<file path="src/rtl/mips_ctrl_pkg.sv">
// ---------------------------------------------------------------------------
// mips_ctrl_pkg
// Shared definitions for the multicycle MIPS control unit:
//   state_t    - 4-bit FSM state encoding (also exported as p_state)
//   alu_op_t   - coarse ALU request from the FSM to the ALU decoder
//   OP_*       - instruction opcodes (Instr[31:26])
//   FN_*       - R-type function codes (Instr[5:0])
//   ALU_*      - ALUControl codes driven to the datapath ALU
// ---------------------------------------------------------------------------
package mips_ctrl_pkg;

    typedef enum logic [3:0] {
        S_FETCH   = 4'd0,
        S_DECODE  = 4'd1,
        S_MEMADR  = 4'd2,
        S_MEMRD   = 4'd3,
        S_MEMWB   = 4'd4,
        S_MEMWR   = 4'd5,
        S_EXECUTE = 4'd6,
        S_ALUWB   = 4'd7,
        S_BRANCH  = 4'd8,
        S_ADDIEX  = 4'd9,
        S_ADDIWB  = 4'd10,
        S_JUMP    = 4'd11
    } state_t;

    typedef enum logic [1:0] {
        ALUOP_ADD   = 2'b00,
        ALUOP_SUB   = 2'b01,
        ALUOP_FUNCT = 2'b10
    } alu_op_t;

    localparam logic [5:0] OP_RTYPE = 6'b000000;
    localparam logic [5:0] OP_LW    = 6'b100011;
    localparam logic [5:0] OP_SW    = 6'b101011;
    localparam logic [5:0] OP_BEQ   = 6'b000100;
    localparam logic [5:0] OP_ADDI  = 6'b001000;
    localparam logic [5:0] OP_J     = 6'b000010;

    localparam logic [5:0] FN_ADD = 6'b100000;
    localparam logic [5:0] FN_SUB = 6'b100010;
    localparam logic [5:0] FN_AND = 6'b100100;
    localparam logic [5:0] FN_OR  = 6'b100101;
    localparam logic [5:0] FN_SLT = 6'b101010;

    localparam logic [2:0] ALU_AND = 3'b000;
    localparam logic [2:0] ALU_OR  = 3'b001;
    localparam logic [2:0] ALU_ADD = 3'b010;
    localparam logic [2:0] ALU_SUB = 3'b110;
    localparam logic [2:0] ALU_SLT = 3'b111;

endpackage

</file>
<file path="src/rtl/mips_mc_control_if.sv">
// ---------------------------------------------------------------------------
// mips_mc_control_if
// Bundle between the control unit and the datapath.
//   datapath -> control : opcode, funct (from IR), zero (ALU flag)
//   control -> datapath : write enables, PCEn, mux selects, ALUControl
// master = control unit, slave = datapath.
// ---------------------------------------------------------------------------
interface mips_mc_control_if;

    logic [5:0] opcode;
    logic [5:0] funct;
    logic       zero;

    logic       PCWrite;
    logic       IRWrite;
    logic       RegWrite;
    logic       MemWrite;
    logic       PCEn;
    logic       IorD;
    logic       ALUSrcA;
    logic       MemtoReg;
    logic       RegDst;
    logic [1:0] ALUSrcB;
    logic [1:0] PCSrc;
    logic [2:0] ALUControl;

    modport master (
        input  opcode, funct, zero,
        output PCWrite, IRWrite, RegWrite, MemWrite, PCEn,
               IorD, ALUSrcA, MemtoReg, RegDst, ALUSrcB, PCSrc, ALUControl
    );

    modport slave (
        output opcode, funct, zero,
        input  PCWrite, IRWrite, RegWrite, MemWrite, PCEn,
               IorD, ALUSrcA, MemtoReg, RegDst, ALUSrcB, PCSrc, ALUControl
    );

endinterface

</file>
<file path="src/rtl/mips_alu_decoder.sv">
// ---------------------------------------------------------------------------
// mips_alu_decoder
// Combinational translation of the FSM's ALU request into ALUControl.
//   alu_op      in  2  add / sub / use funct
//   funct       in  6  Instr[5:0]
//   alu_control out 3  ALU function code
// Unrecognised funct values fall back to add.
// ---------------------------------------------------------------------------
module mips_alu_decoder
    import mips_ctrl_pkg::*;
(
    input  alu_op_t    alu_op,
    input  logic [5:0] funct,
    output logic [2:0] alu_control
);

    always_comb begin
        alu_control = ALU_ADD;
        case (alu_op)
            ALUOP_ADD: alu_control = ALU_ADD;
            ALUOP_SUB: alu_control = ALU_SUB;
            ALUOP_FUNCT: begin
                case (funct)
                    FN_ADD:  alu_control = ALU_ADD;
                    FN_SUB:  alu_control = ALU_SUB;
                    FN_AND:  alu_control = ALU_AND;
                    FN_OR:   alu_control = ALU_OR;
                    FN_SLT:  alu_control = ALU_SLT;
                    default: alu_control = ALU_ADD;
                endcase
            end
            default: alu_control = ALU_ADD;
        endcase
    end

endmodule

</file>
<file path="src/rtl/mips_mc_control.sv">
// ---------------------------------------------------------------------------
// mips_mc_control
// Moore FSM sequencing the shared multicycle MIPS datapath through fetch,
// decode and per-class execute/writeback steps, plus a retired-instruction
// counter.
//   clk          in   1      rising-edge clock
//   reset        in   1      asynchronous, active-low reset
//   bus          master      opcode/funct/zero in; enables, selects out
//   p_state      out  4      current state encoding
//   instr_count  out  CNT_W  retired instructions (wraps)
// Outputs decode from the registered state only; PCEn also follows zero.
// While reset is low every write enable is held at 0.
// ---------------------------------------------------------------------------
module mips_mc_control
    import mips_ctrl_pkg::*;
#(
    parameter int CNT_W = 32
) (
    input  logic              clk,
    input  logic              reset,
    mips_mc_control_if.master bus,
    output logic [3:0]        p_state,
    output logic [CNT_W-1:0]  instr_count
);

    localparam logic [CNT_W-1:0] CNT_ONE = {{(CNT_W-1){1'b0}}, 1'b1};

    state_t     state;
    state_t     next_state;
    alu_op_t    alu_op;
    logic       pc_write;
    logic       ir_write;
    logic       reg_write;
    logic       mem_write;
    logic       branch;
    logic       iord;
    logic       alu_src_a;
    logic       mem_to_reg;
    logic       reg_dst;
    logic [1:0] alu_src_b;
    logic [1:0] pc_src;
    logic [2:0] alu_control;

    // NOTE: state and counter use non-blocking assignments so every
    // register samples the pre-edge values of its neighbours.
    always_ff @(posedge clk or negedge reset) begin
        if (!reset) begin
            state       <= S_FETCH;
            instr_count <= '0;
        end else begin
            state <= next_state;
            // An instruction retires whenever control returns to FETCH.
            if (next_state == S_FETCH && state != S_FETCH)
                instr_count <= instr_count + CNT_ONE;
        end
    end

    always_comb begin
        // NOTE: every signal written here gets a default first, so no
        // state/opcode path can leave one unassigned and infer a latch.
        next_state = S_FETCH;
        pc_write   = 1'b0;
        ir_write   = 1'b0;
        reg_write  = 1'b0;
        mem_write  = 1'b0;
        branch     = 1'b0;
        iord       = 1'b0;
        alu_src_a  = 1'b0;
        mem_to_reg = 1'b0;
        reg_dst    = 1'b0;
        alu_src_b  = 2'b00;
        pc_src     = 2'b00;
        alu_op     = ALUOP_ADD;

        case (state)
            S_FETCH: begin
                alu_src_b  = 2'b01;
                ir_write   = 1'b1;
                pc_write   = 1'b1;
                next_state = S_DECODE;
            end
            S_DECODE: begin
                // Precompute the branch target into ALUOut.
                alu_src_b = 2'b11;
                case (bus.opcode)
                    OP_LW, OP_SW: next_state = S_MEMADR;
                    OP_RTYPE:     next_state = S_EXECUTE;
                    OP_BEQ:       next_state = S_BRANCH;
                    OP_ADDI:      next_state = S_ADDIEX;
                    OP_J:         next_state = S_JUMP;
                    default:      next_state = S_FETCH;
                endcase
            end
            S_MEMADR: begin
                alu_src_a  = 1'b1;
                alu_src_b  = 2'b10;
                next_state = (bus.opcode == OP_LW) ? S_MEMRD : S_MEMWR;
            end
            S_MEMRD: begin
                iord       = 1'b1;
                next_state = S_MEMWB;
            end
            S_MEMWB: begin
                mem_to_reg = 1'b1;
                reg_write  = 1'b1;
            end
            S_MEMWR: begin
                iord      = 1'b1;
                mem_write = 1'b1;
            end
            S_EXECUTE: begin
                alu_src_a  = 1'b1;
                alu_op     = ALUOP_FUNCT;
                next_state = S_ALUWB;
            end
            S_ALUWB: begin
                reg_dst   = 1'b1;
                reg_write = 1'b1;
            end
            S_BRANCH: begin
                alu_src_a = 1'b1;
                alu_op    = ALUOP_SUB;
                pc_src    = 2'b01;
                branch    = 1'b1;
            end
            S_ADDIEX: begin
                alu_src_a  = 1'b1;
                alu_src_b  = 2'b10;
                next_state = S_ADDIWB;
            end
            S_ADDIWB: begin
                reg_write = 1'b1;
            end
            S_JUMP: begin
                pc_src   = 2'b10;
                pc_write = 1'b1;
            end
            default: next_state = S_FETCH;
        endcase
    end

    mips_alu_decoder u_alu_decoder (
        .alu_op      (alu_op),
        .funct       (bus.funct),
        .alu_control (alu_control)
    );

    // Enables are gated by reset itself so nothing writes while reset is
    // low, even in the instant before the state register clears.
    assign bus.PCWrite    = pc_write  & reset;
    assign bus.IRWrite    = ir_write  & reset;
    assign bus.RegWrite   = reg_write & reset;
    assign bus.MemWrite   = mem_write & reset;
    assign bus.PCEn       = (pc_write | (branch & bus.zero)) & reset;
    assign bus.IorD       = iord;
    assign bus.ALUSrcA    = alu_src_a;
    assign bus.MemtoReg   = mem_to_reg;
    assign bus.RegDst     = reg_dst;
    assign bus.ALUSrcB    = alu_src_b;
    assign bus.PCSrc      = pc_src;
    assign bus.ALUControl = alu_control;
    assign p_state        = state;

endmodule
</file>
<file path="src/flat_wrapper.sv">
// flat-port wrapper written by rule: the top's interface ports become plain ports
module mips_mc_control_flat import mips_ctrl_pkg::*;
#(
    parameter int CNT_W = 32
)
  (clk, reset, p_state, instr_count, bus_opcode, bus_funct, bus_zero, bus_PCWrite, bus_IRWrite, bus_RegWrite, bus_MemWrite, bus_PCEn, bus_IorD, bus_ALUSrcA, bus_MemtoReg, bus_RegDst, bus_ALUSrcB, bus_PCSrc, bus_ALUControl);
  mips_mc_control_if bus_i ();
  input  logic clk;
  input  logic reset;
  output logic [3:0] p_state;
  output logic [CNT_W-1:0] instr_count;
  input wire logic [$bits(bus_i.opcode)-1:0] bus_opcode;
  input wire logic [$bits(bus_i.funct)-1:0] bus_funct;
  input wire logic [$bits(bus_i.zero)-1:0] bus_zero;
  output wire logic [$bits(bus_i.PCWrite)-1:0] bus_PCWrite;
  output wire logic [$bits(bus_i.IRWrite)-1:0] bus_IRWrite;
  output wire logic [$bits(bus_i.RegWrite)-1:0] bus_RegWrite;
  output wire logic [$bits(bus_i.MemWrite)-1:0] bus_MemWrite;
  output wire logic [$bits(bus_i.PCEn)-1:0] bus_PCEn;
  output wire logic [$bits(bus_i.IorD)-1:0] bus_IorD;
  output wire logic [$bits(bus_i.ALUSrcA)-1:0] bus_ALUSrcA;
  output wire logic [$bits(bus_i.MemtoReg)-1:0] bus_MemtoReg;
  output wire logic [$bits(bus_i.RegDst)-1:0] bus_RegDst;
  output wire logic [$bits(bus_i.ALUSrcB)-1:0] bus_ALUSrcB;
  output wire logic [$bits(bus_i.PCSrc)-1:0] bus_PCSrc;
  output wire logic [$bits(bus_i.ALUControl)-1:0] bus_ALUControl;
  assign bus_i.opcode = bus_opcode;
  assign bus_i.funct = bus_funct;
  assign bus_i.zero = bus_zero;
  assign bus_PCWrite = bus_i.PCWrite;
  assign bus_IRWrite = bus_i.IRWrite;
  assign bus_RegWrite = bus_i.RegWrite;
  assign bus_MemWrite = bus_i.MemWrite;
  assign bus_PCEn = bus_i.PCEn;
  assign bus_IorD = bus_i.IorD;
  assign bus_ALUSrcA = bus_i.ALUSrcA;
  assign bus_MemtoReg = bus_i.MemtoReg;
  assign bus_RegDst = bus_i.RegDst;
  assign bus_ALUSrcB = bus_i.ALUSrcB;
  assign bus_PCSrc = bus_i.PCSrc;
  assign bus_ALUControl = bus_i.ALUControl;
  mips_mc_control #(.CNT_W(CNT_W)) u_core (.clk(clk), .reset(reset), .bus(bus_i), .p_state(p_state), .instr_count(instr_count));
endmodule
</file>
<file path="config.mk">
export PLATFORM = sky130hd
export DESIGN_NAME = mips_mc_control_flat
export DESIGN_NICKNAME = d
export VERILOG_FILES = /design/src/rtl/mips_ctrl_pkg.sv /design/src/rtl/mips_mc_control_if.sv /design/src/rtl/mips_alu_decoder.sv /design/src/rtl/mips_mc_control.sv /design/src/flat_wrapper.sv
export SDC_FILE = /design/constraint.sdc
export NUM_CORES = 1
export LEC_CHECK = 0
export BUFFER_PORTS_ARGS = -buffer_cell sky130_fd_sc_hd__buf_2
export CORE_MARGIN = 8
export CORE_UTILIZATION = 40
export CTS_BUF_LIST = sky130_fd_sc_hd__clkbuf_4
export DETAILED_ROUTE_END_ITERATION = 10
export PLACE_DENSITY = 0.65
export SKIP_LAST_GASP = 1
export SLEW_MARGIN = 20
export SYNTH_ARGS = -nofsm -noshare
export SYNTH_HDL_FRONTEND = slang
export SYNTH_SLANG_ARGS = --single-unit
</file>
<file path="constraint.sdc">
create_clock -name clk -period 3.75 [get_ports clk]
set_input_delay 0.75 -clock clk [delete_from_list [all_inputs] [get_ports clk]]
set_output_delay 0.75 -clock clk [all_outputs]
set_load 0.03 [all_outputs]
</file>
## Yosys cells after proc, flatten, opt, wreduce, memory -nomap -nowiden

Cells that the tools add are included.

- Flip-flop bits (word level): 36
- Bits in latches: 0
- Bits in writable memories: 0
- Memory bits (read-only): 0
- Input port bits: 15
- Output and inout port bits: 52
- Memories kept: 0

- Add/subtract/negate cells: 1
- Multiply operators: 0
- Div/mod/pow operators: 0
- $lt $le $gt $ge: 0
- Equal/unequal tests: 22
- Shift operators: 0
- Muxes and demuxes: 17
- Bitwise logic cells: 7
- Reductions and logical operators: 11

Operators by type and width:

| kind | number |
|---|---|
| == test 6 bit (second input constant) | 6 |
| adder 32 x 1 -> 32 bit (second input constant) | 1 |
| one-hot mux 4 bit (6 select lines) | 1 |
| one-hot mux 4 bit (5 select lines) | 1 |
| == test 4 x 3 -> 1 bit (second input constant) | 4 |
| == test 4 bit (second input constant) | 4 |
| one-hot mux 3 bit (4 select lines) | 1 |
| two-way mux 1 bit | 9 |
| == test 4 x 2 -> 1 bit (second input constant) | 2 |
| zero test 4 bit | 2 |
| one-hot mux 2 bit (2 select lines) | 2 |
| OR reduction 2 bit | 4 |
| AND 1 bit | 6 |
| == test 6 x 2 -> 1 bit (second input constant) | 1 |
| == test 6 x 3 -> 1 bit (second input constant) | 1 |
| == test 6 x 4 -> 1 bit (second input constant) | 1 |
| zero test 6 bit | 1 |
| one-hot mux 2 bit (3 select lines) | 1 |
| one-hot mux 3 bit (2 select lines) | 1 |
| == test 4 x 1 -> 1 bit (second input constant) | 1 |
| nonzero test 4 bit | 1 |
| OR reduction 4 bit | 1 |
| two-way mux 3 bit | 1 |
| OR reduction 3 bit | 1 |
| 4 further kinds | 4 |

## Longest topological paths before layout

Gate-level depths: netlist of the first run.

- Depth in word-level cells: 6
- Depth in mapped cells: 8
- Gate-level depth less buffers: 8

## Modules after synthesis

Synthesis of the first run repeated with hierarchy kept, for this count alone.

- Cells, all modules: 242
- Area, all modules: 2353.5 µm²

Modules (own cells, without submodules):

| module | times used | cells each | area each (µm²) |
|---|---|---|---|
| mips_mc_control | 1 | 227 | 2234.6 |
| mips_alu_decoder | 1 | 15 | 118.9 |

## Worst setup path after synthesis of the first run

No wires, ideal clock.

- Path type: register -> output
- Start point: register u_core.state[3] (netlist: u_core.p_state[3])
- End point: output port bus_ALUControl[2]
- Data arrival time: 2.791 ns
- Data required time: 3.000 ns
- Setup slack: 0.209 ns
- Stages on the path, launching flop included: 7
- Path through: dfrtp_1 -> clkbuf_1 -> nand2_1 -> nor3_1 -> inv_1 -> ha_1 -> nor2b_1

- Word-level cells in the longest chain between the ends: 4
- Elaborated cells between the ends (all ways): 6

RTL lines:

| what | RTL line | text |
|---|---|---|
| from (decl) | mips_mc_control.sv:28 | `state_t state;` |
| from (signal assigned) | mips_mc_control.sv:51 | `state <= next_state;` |
| == test 4 bit or == test 4 x 3 -> 1 bit (tied branches) | mips_mc_control.sv:75 | `case (state)` |
| one-hot mux 2 bit (2 select lines) (*) | mips_mc_control.sv:75 |  |
| == test 2 bit or == test 2 x 1 -> 1 bit (tied branches) | mips_alu_decoder.sv:19 | `case (alu_op)` |
| one-hot mux 3 bit (2 select lines) (*) | mips_alu_decoder.sv:19 |  |
| to (decl) | flat_wrapper.sv:26 | `output wire logic [$bits(bus_i.ALUControl)-1:0] bus_ALUControl;` |

Every way passes the cells marked *; elsewhere a longest branch is shown, timed or not.

## Worst setup path after layout of the first run

- Start point: register u_core.state[2] (netlist: u_core.p_state[2])
- End point: output port bus_ALUControl[2]

Same word-level chain as after synthesis.

==> key figures, run 1 <==
Global route
  • Grt met2 use: between 20% and 30%
  • Top Usage Layer GRT: met2
  • Initial antenna violation count: 0
  • Met3 usage: 3.56%
  • Tot GR Track Use: a little over an eighth
  • Met1 Track Usage GR: approximately 17%
  • Maximum number of pins on one net before global-route repair: 38
  • Wire length of the first global-routing pass: 8180 um
  • Via count of the first global-routing pass: roughly 1,700
  • Overflow left after global routing: 0

Place
  • Worst Setup Slack post-DPL: ~0.90 ns
  • Final estimated routing congestion in global placement: 0.803
  • Final HPWL DP: approximately 3700 um
  • Number of input and output port buffers inserted: 66

Critical path
  • Critical Path Start Type: flip-flop
  • Critical-path maximum fanout: 14
  • Arrival time at the worst endpoint: 2.44 ns
  • Worst path bufs/invs: 3
  • Most frequent CP cell: sky130_fd_sc_hd__inv_1
  • Cell family contributing the most delay on the critical path: simple AND/OR/NAND/NOR gates
  • Critical path class: reg -> out
  • Worst path required time: 3.00 ns
  • Delay contributed by the slowest stage of the critical path: roughly 0.53 ns
  • Endpoint type of the worst setup path: output port
  • Crit path cell chain: inv_1 -> nand2_1 -> nor3_1 -> inv_1 -> ha_1 -> and3b_1 -> a21oi_1 -> nor2b_1 -> buf_2
  • Slowest library cell on the worst path: sky130_fd_sc_hd__dfrtp_1

Clock tree
  • Post-CTS Setup Repair Bufs: 0
  • Master cell of the clock root buffer: sky130_fd_sc_hd__clkbuf_4
  • CTS clk-pin slew, worst paths: approximately 0.11 ns
  • Number of sinks driven by the clock tree: 36
  • Number of cells upsized or downsized after cts: 0
  • CTS buffer count: 5
  • Largest buffer count on any clock path: 2
  • H-tree depth: 2
  • Hold_buf cts: 0
  • Insertion delay to the later sink of the worst-skew pair: ~0.33 ns
  • Clock tree from TritonCTS: done

Yosys
  • Net count of the mapped netlist: between 200 and 250
  • Count of flip-flops with a built-in enable after synthesis: 0
  • Average footprint of a synthesized cell: roughly 9.6 um2
  • Sequential share of the synthesized area: between 40% and 50%
  • Fraction of synthesis flops using an asynchronous set or reset pin: 100%
  • Count of different cell masters after synthesis: between 40 and 50
  • Dominant register cell in the synthesized netlist: sky130_fd_sc_hd__dfrtp_1
  • Mapped cell area: slightly above 2000 um2
  • Synthesized flop and latch total: 36
  • Total number of yosys warnings: 0
  • Synth Instances: 216

Timing
  • Setup repair after global routing missed its margin: no
  • Min cycle time layout: roughly 3.2 ns
  • Fin crit share: between 80% and 90%
  • Slew margin rel.: between 40% and 50%
  • Total negative setup slack: 0 ns
  • Hold slack final: between 0.4 and 0.5 ns
  • Worst Max-Slew Pin Slew: about 0.89 ns
  • Fin. Hold Viols: 0
  • Final slew viol count: 0
  • Setup Viol. Count Final: 0
  • Setup Skew: around 0.0076 ns
  • Final worst setup slack: between 0.5 and 0.6 ns
  • Top achievable clock speed: 0.314 GHz

Floorplanning
  • Die extent in y: between 80 and 90 um
  • Horizontal extent of the die: 87.8 um
  • Die Outline Area: roughly 7700 um2
  • Number of standard-cell rows in the floorplan: 26
  • Initial Utilization: between 40% and 50%
  • # IOs: between 60 and 70
  • Standard cell core area: slightly above 5000 um2

Final layout
  • Share of the core filled with cells in the final layout: 49.6%
  • Fill count: 471
  • Ant. Diodes: 0
  • Share of post-route cells with drive strength above 1: around 29%
  • Net total in the final layout: slightly above 300
  • Multi-input combinational cell area: roughly 1100 um2
  • Commonest non-fill, non-tap cells in the layout: sky130_fd_sc_hd__buf_2, sky130_fd_sc_hd__dfrtp_1, sky130_fd_sc_hd__xnor2_1, sky130_fd_sc_hd__nand2_1, sky130_fd_sc_hd__nand3_1
  • Area added between synthesis and finish: 21.1%
  • Leading cell type in the layout, fill and taps excluded: sky130_fd_sc_hd__buf_2
  • Reg area: between 900 and 1000 um2

Worst hold path
  • Type of the tightest min-delay check: in -> async

Route
  • Post-detailed-route wirelength per cell: ~14 um
  • Routed Antenna Nets: 0
  • Count of unresolved DRC violations after routing: 0
  • Via count: about 1,800
  • Initial detailed-routing violation count: 84
  • DR pass1 iterations: 4
  • Post-detailed-routing wire length: between 4000 and 5000 um
  • Mean number of vias per cell: 5.15

Outcome
  • Status: complete, no violations

Job
  • MaxCap Viol Count: 0

Pwr
  • Leakage power summed over all cells: ~0.0012 uW
  • Worst IR Drop VDD: 0.529 mV
  • Power density cells: 450 nW/um2
cell usage after synthesis (2+ instances only):
cell	n	area (um2)
sky130_fd_sc_hd__a21oi_1	7	35.0
sky130_fd_sc_hd__and3_1	9	56.3
sky130_fd_sc_hd__and4_1	4	35.0
sky130_fd_sc_hd__buf_2	2	10.0
sky130_fd_sc_hd__clkbuf_1	3	11.3
sky130_fd_sc_hd__dfrtp_1	36	901
sky130_fd_sc_hd__ha_1	4	50.1
sky130_fd_sc_hd__inv_1	8	30.0
sky130_fd_sc_hd__nand2_1	19	71.3
sky130_fd_sc_hd__nand2b_1	3	18.8
sky130_fd_sc_hd__nand3_1	18	90.1
sky130_fd_sc_hd__nand4_1	16	100
sky130_fd_sc_hd__nor2_1	17	63.8
sky130_fd_sc_hd__nor2b_1	2	12.5
sky130_fd_sc_hd__nor3_1	7	35.0
sky130_fd_sc_hd__o21a_1	2	15.0
sky130_fd_sc_hd__o21ai_0	2	10.0
sky130_fd_sc_hd__o31ai_1	2	15.0
sky130_fd_sc_hd__xnor2_1	32	280
path summary, 6_finish.rpt:
kind / startpoint / end / slack, ns / cells past startpoint
hold reg to reg: u_core.instr_count[31] / u_core.instr_count[31] / 0.47 / 1
setup reg to reg: u_core.p_state[0] / u_core.instr_count[6] / 1.23 / 5
max in group asynchronous: reset / u_core.instr_count[30] / 2.94 / 2
hold / removal: reset / u_core.instr_count[25] / 0.47 / 2
min in group clk: u_core.instr_count[31] / u_core.instr_count[31] / 0.47 / 1
setup / recovery: u_core.p_state[2] / bus_ALUControl[2] / 0.56 / 9
cell type report:
type	count	share of cell area [%]
clock buffers	6	1.80
flip-flops and latches	36	36.0
inverters	8	1.20
clock inverters	1	0.200
well taps	70	3.50
multi-input cells	165	43.7
repair buffers	67	13.5
metrics by stage:
step / cell area (um2) / total power [uW] / instances
2_1_floorplan: 2060 / 820 / 216
3_3_place_gp: 2450 / 933 / 346
3_5_place_dp: 2450 / 936 / 346
4_1_cts: 2500 / 1140 / 353
5_1_grt: 2500 / 1200 / 353
6_report: 2500 / 1120 / 353
power breakdown:
| part | internal [uW] | switching [uW] | total [uW] | leakage [uW] |
|---|---|---|---|---|
| clock network | 76.4 | 121 | 197 | 0.0000315 |
| logic | 136 | 285 | 421 | 0.000670 |
| registers | 427 | 78.1 | 505 | 0.000490 |
registers in the layout, summed over array words and instances (netlist names):
register	cells
u_core.instr_count	32
u_core.p_state	4
cell families after synthesis:
| family | share of synthesized area, % |
|---|---|
| multiplexers | 0.545 |
| buffers and inverters | 3.39 |
| XOR/XNOR | 14.0 |
| AND/OR/NAND/NOR | 26.2 |
| flip-flops | 43.6 |
| adder cells (fa/ha/maj) | 2.42 |
| AO/OA/AOI/OAI | 9.82 |
metal layers:
metal / part of all wire [%] / vias up
li1: - / 909
met1: 46 / 846
met2: 45 / 59
met3: 7.7 / 5
met4: 0.78 / 0
met5: 0 / -
Power figures use the tool's default switching activity.
==> run 2, diff against run 1 <==
clock period = 3.2 ns   (was 3.75 ns; I/O delays follow)
==> key figures, run 2 (same netlist as run 1, synthesis figures left out) <==
Place
  • Final estimated routing congestion in global placement: 0.812
  • Final HPWL DP: around 3700 um
  • Number of input and output port buffers inserted: between 60 and 70

Clock tree
  • Insertion delay to the later sink of the worst-skew pair: approximately 0.33 ns
  • Number of cells upsized or downsized after cts: 0
  • Hold_buf cts: 0
  • Largest buffer count on any clock path: 2
  • CTS buffer count: 5
  • Clock tree from TritonCTS: done
  • Master cell of the clock root buffer: sky130_fd_sc_hd__clkbuf_4
  • CTS clk-pin slew, worst paths: 0.10 ns
  • H-tree depth: 2
  • Number of sinks driven by the clock tree: 36
  • Post-CTS Setup Repair Bufs: 0

Critical path
  • Reg2reg start: u_core.p_state[0]
  • Register-to-register path setup slack: between 0.6 and 0.7 ns
  • Worst path required time: approximately 2.6 ns
  • Reg-to-Reg End: u_core.instr_count[1]
  • Delay contributed by the slowest stage of the critical path: about 0.55 ns
  • Most frequent CP cell: sky130_fd_sc_hd__inv_1
  • Critical-path maximum fanout: 14
  • Register-to-Register Path Depth: 4
  • Critical path class: reg -> out
  • Slowest library cell on the worst path: sky130_fd_sc_hd__dfrtp_1
  • Critical Path Start Type: flip-flop
  • Crit path cell chain: inv_1 -> nand2_1 -> nor3_2 -> inv_1 -> ha_1 -> and3b_1 -> a21oi_1 -> nor2b_1 -> buf_2
  • Endpoint type of the worst setup path: output port
  • Arrival time at the worst endpoint: approximately 2.3 ns

Global route
  • Wire length of the first global-routing pass: slightly above 8000 um
  • Maximum number of pins on one net before global-route repair: 38
  • Initial antenna violation count: 0
  • Tot GR Track Use: a little over an eighth
  • Via count of the first global-routing pass: between 1,500 and 2,000
  • Overflow left after global routing: 0

Floorplanning
  • Horizontal extent of the die: a little under 90 um
  • Standard cell core area: 5040 um2
  • # IOs: 67
  • Initial Utilization: 40.9%
  • Die Outline Area: around 7700 um2
  • Number of standard-cell rows in the floorplan: 26
  • Die extent in y: just under 90 um

Final layout
  • Leading cell type in the layout, fill and taps excluded: sky130_fd_sc_hd__buf_2
  • Share of post-route cells with drive strength above 1: ~29%
  • Ant. Diodes: 0
  • Net total in the final layout: about 300
  • Most flop-heavy register: u_core.instr_count
  • Area added between synthesis and finish: 21.7%
  • Flip-flop count of the largest register, all copies and words added: 32
  • Commonest non-fill, non-tap cells in the layout: sky130_fd_sc_hd__buf_2, sky130_fd_sc_hd__dfrtp_1, sky130_fd_sc_hd__xnor2_1, sky130_fd_sc_hd__nand2_1, sky130_fd_sc_hd__nand3_1

Worst hold path
  • Type of the tightest min-delay check: in -> async

Route
  • Count of unresolved DRC violations after routing: 0
  • Post-detailed-routing wire length: between 4000 and 5000 um
  • Initial detailed-routing violation count: 77
  • DR pass1 iterations: 4
  • Routed Antenna Nets: 0
  • Via count: between 1,500 and 2,000
  • Post-detailed-route wirelength per cell: 13.9 um
  • Mean number of vias per cell: 5.08

Timing
  • Final slew viol count: 0
  • Fin crit share: approximately 92%
  • Fin. Hold Viols: 0
  • Setup Viol. Count Final: 0
  • Min cycle time layout: between 2 and 3 ns
  • Slew margin rel.: a little over 40%
  • Setup repair after global routing missed its margin: no
  • Top achievable clock speed: approximately 0.34 GHz
  • Total negative setup slack: 0 ns
  • Setup Skew: ~0.0095 ns
  • Worst Max-Slew Pin Slew: just under 0.9 ns

Pwr
  • Power density cells: roughly 520 nW/um2
  • Post-route total power: between 1000 and 1500 uW
  • Worst IR Drop VDD: approximately 0.6 mV
  • Leakage power summed over all cells: 0.00120 uW

Job
  • MaxCap Viol Count: 0

Outcome
  • Status: complete, no violations
run 2: cell types whose count changed in the layout (fill, tap and decap cells not counted), sizes merged:
cell,delta
buf,+1
run 2: critical path, delay by kind of cell (launching register included):
family                   cells  cell delay (ns)
AND/OR/NAND/NOR              4             0.59
buffers and inverters        3             0.48
AO/OA/AOI/OAI                1             0.12
flip-flops                   1             0.55
adder cells (fa/ha/maj)      1             0.22
run 2: power breakdown:
group          switching [uW]  internal, uW  leakage (uW)
registers                97.2           501      0.000490
clock network             140          89.4     0.0000315
logic                     332           160      0.000677
total                     569           750       0.00120
run 2: area by class of cell:
cell class | count | area [um2]
clock buffer | 6 | 45.0
clock inverter | 1 | 5.00
fill | 502 | 2530
inverter | 8 | 30.0
multi-input combinational | 165 | 1100
sequential | 36 | 901
tap | 70 | 87.6
timing repair buffer | 68 | 345
run 2: metal layers:
| layer | vias up | share of wire, % | GRT usage, % | routed length, um |
|---|---|---|---|---|
| met3 | 6 | 6.7 | 4.32 | 328 |
| met5 | - | 0 | 0 | 0 |
| met4 | 0 | 1.3 | 5.16 | 65 |
| met2 | 38 | 45 | 21.1 | 2200 |
| li1 | 908 | - | - | - |
| met1 | 848 | 47 | 16.6 | 2330 |
run 2: stage by stage:
stage	area, um2	util, %	setup WS, ns	hold slack [ns]	std cells
after global routing	2510	49.8	0.0168	0.388	354
after CTS	2510	49.8	0.245	0.377	354
final	2510	49.8	0.269	0.360	354
after global placement	2460	48.8	0.642	0.457	347
after floorplan	2070	-	0.120	0.344	216
after detailed placement	2460	48.8	0.620	0.462	347
run 2: how the worst max path moves through the flow:
stage | to | startpoint | slack [ns] | cells after the start
global placement | bus_ALUControl[2] | u_core.p_state[2] | 0.64 | 9
global route | bus_ALUControl[2] | u_core.p_state[2] | 0.02 | 9
floorplan | bus_ALUControl[2] | u_core.p_state[3] | 0.12 | 6
detailed placement | u_core.instr_count[1] | bus_opcode[1] | 0.62 | 6
finish | bus_ALUControl[2] | u_core.p_state[2] | 0.27 | 9
CTS | bus_ALUControl[2] | u_core.p_state[2] | 0.25 | 9
==> run 3, diff against run 2 <==
CORE_ASPECT_RATIO = 1.1   (was not set)
CORE_MARGIN = 2   (was 8)
==> key figures, run 3 (same netlist as run 1, synthesis figures left out) <==
Route
  • Post-detailed-route wirelength per cell: around 14 um
  • Count of unresolved DRC violations after routing: 0
  • Post-detailed-routing wire length: ~4600 um
  • Via count: 1,823
  • DR pass1 iterations: 4
  • Initial detailed-routing violation count: 148
  • Routed Antenna Nets: 0
  • Mean number of vias per cell: around 5.3

Critical path
  • Register-to-register path setup slack: approximately 0.68 ns
  • Arrival time at the worst endpoint: 2.33 ns
  • Reg2reg start: u_core.p_state[0]
  • Worst path required time: about 2.6 ns
  • Endpoint type of the worst setup path: output port
  • Reg-to-Reg End: u_core.instr_count[1]
  • Critical-path maximum fanout: 14
  • Critical path class: reg -> out
  • Register-to-Register Path Depth: 4
  • Critical Path Start Type: flip-flop

Global route
  • Tot GR Track Use: between 15 and 20%
  • Wire length of the first global-routing pass: 7980 um
  • Via count of the first global-routing pass: between 1,500 and 2,000
  • Maximum number of pins on one net before global-route repair: 37
  • Initial antenna violation count: 0
  • Overflow left after global routing: 0

Place
  • Final HPWL DP: 3410 um
  • Final estimated routing congestion in global placement: between 0.8 and 0.9
  • Number of input and output port buffers inserted: 66
  • Instance area at placement: about 2400 um2

Clock tree
  • Clock tree from TritonCTS: done
  • CTS buffer count: 5
  • H-tree depth: 2
  • Post-CTS Setup Repair Bufs: 0
  • Largest buffer count on any clock path: 2
  • Number of sinks driven by the clock tree: 36
  • Hold_buf cts: 0
  • Insertion delay to the later sink of the worst-skew pair: about 0.33 ns
  • Number of cells upsized or downsized after cts: 0
  • CTS clk-pin slew, worst paths: 0.10 ns
  • Master cell of the clock root buffer: sky130_fd_sc_hd__clkbuf_4

Outcome
  • Status: complete, no violations

Final layout
  • Share of the core filled with cells in the final layout: between 40% and 50%
  • Area added between synthesis and finish: 20.6%
  • Most flop-heavy register: u_core.instr_count
  • Share of post-route cells with drive strength above 1: roughly 29%
  • Flip-flop count of the largest register, all copies and words added: 32
  • Post-Layout Inst Area: 2490 um2
  • Ant. Diodes: 0
  • Leading cell type in the layout, fill and taps excluded: sky130_fd_sc_hd__buf_2
  • Net total in the final layout: just over 300
  • Commonest non-fill, non-tap cells in the layout: sky130_fd_sc_hd__buf_2, sky130_fd_sc_hd__dfrtp_1, sky130_fd_sc_hd__xnor2_1, sky130_fd_sc_hd__nand2_1, sky130_fd_sc_hd__nand3_1

Pwr
  • Internal power contribution: roughly 750 uW
  • Worst IR Drop VDD: 0.443 mV
  • Relative contribution of sequential cells to total power: a little under half
  • Post-route total power: around 1300 uW
  • Leakage power summed over all cells: 0.00119 uW
  • Power density cells: about 530 nW/um2
  • Switching component of the power: 568 uW
  • Part of the total power dissipated in the clock network: between 10% and 20%
  • Part of the total power dissipated in combinational logic: 37.2%
  • Sw frac: a little over two fifths

Timing
  • Fin. Hold Viols: 0
  • Fin crit share: ~93%
  • Setup repair after global routing missed its margin: no
  • Worst Max-Slew Pin Slew: 0.894 ns
  • Slew margin rel.: about two fifths
  • Top achievable clock speed: roughly 0.34 GHz
  • Setup Skew: 0.0103 ns
  • Final slew viol count: 0
  • Total negative setup slack: 0 ns
  • Min cycle time layout: a little under 3 ns
  • Setup Viol. Count Final: 0

Floorplanning
  • Horizontal extent of the die: ~73 um
  • Die Outline Area: between 5000 and 6000 um2
  • Initial Utilization: 41.3%
  • Standard cell core area: roughly 5000 um2
  • Number of standard-cell rows in the floorplan: 27
  • # IOs: 67
  • Die extent in y: between 70 and 80 um

Job
  • MaxCap Viol Count: 0

Worst hold path
  • Type of the tightest min-delay check: in -> async
## run 3: layer usage
layer,wire [um],global-route usage (%),vias to the layer above
li1,-,-,905
met1,2070,22.8,857
met2,2210,28.7,57
met3,323,5.20,4
met4,38,3.89,0
met5,0,0,-
## run 3: layout make-up
| class | instances | area [um2] |
|---|---|---|
| clock buffer | 6 | 45.0 |
| fill | 502 | 2510 |
| inverter | 8 | 30.0 |
| multi-input combinational | 165 | 1100 |
| sequential | 36 | 901 |
| timing repair buffer | 67 | 338 |
| tap | 58 | 72.6 |
| clock inverter | 1 | 5.00 |
## run 3: critical path: stages, from the launching register on
cell and delay [ns]:
sky130_fd_sc_hd__dfrtp_1 0.55, sky130_fd_sc_hd__inv_1 0.22, sky130_fd_sc_hd__nand2_1 0.13, sky130_fd_sc_hd__nor3_2 0.25
sky130_fd_sc_hd__inv_1 0.10, sky130_fd_sc_hd__ha_1 0.23, sky130_fd_sc_hd__and3b_1 0.18, sky130_fd_sc_hd__a21oi_1 0.13
sky130_fd_sc_hd__nor2b_1 0.06, sky130_fd_sc_hd__buf_2 0.17
## run 3: power groups by stage
stage | combinational (uW) | sequential (uW) | clock [uW]
after global placement | 489 | 602 | 0
final | 490 | 595 | 233
after detailed placement | 493 | 602 | 0
after floorplan | 314 | 648 | 0
after global routing | 531 | 610 | 268
after CTS | 494 | 593 | 240
## run 3: how the worst max path moves through the flow
stage	from	end	slack [ns]	cells past startpoint
after floorplan	u_core.p_state[3]	bus_ALUControl[2]	0.12	6
after global placement	u_core.p_state[2]	bus_ALUControl[2]	0.62	9
after detailed placement	u_core.p_state[2]	bus_ALUControl[2]	0.61	9
after CTS	u_core.p_state[2]	bus_ALUControl[2]	0.24	9
after global routing	u_core.p_state[2]	bus_ALUControl[2]	0.07	9
final	u_core.p_state[2]	bus_ALUControl[2]	0.23	9
## run 3: stage by stage
step                setup WS (ns)  cells  hold slack, ns
CTS                         0.240    341           0.422
global placement            0.616    334           0.457
floorplan                   0.120    216           0.344
global route               0.0726    341           0.421
finish                      0.225    341           0.406
detailed placement          0.608    334           0.461
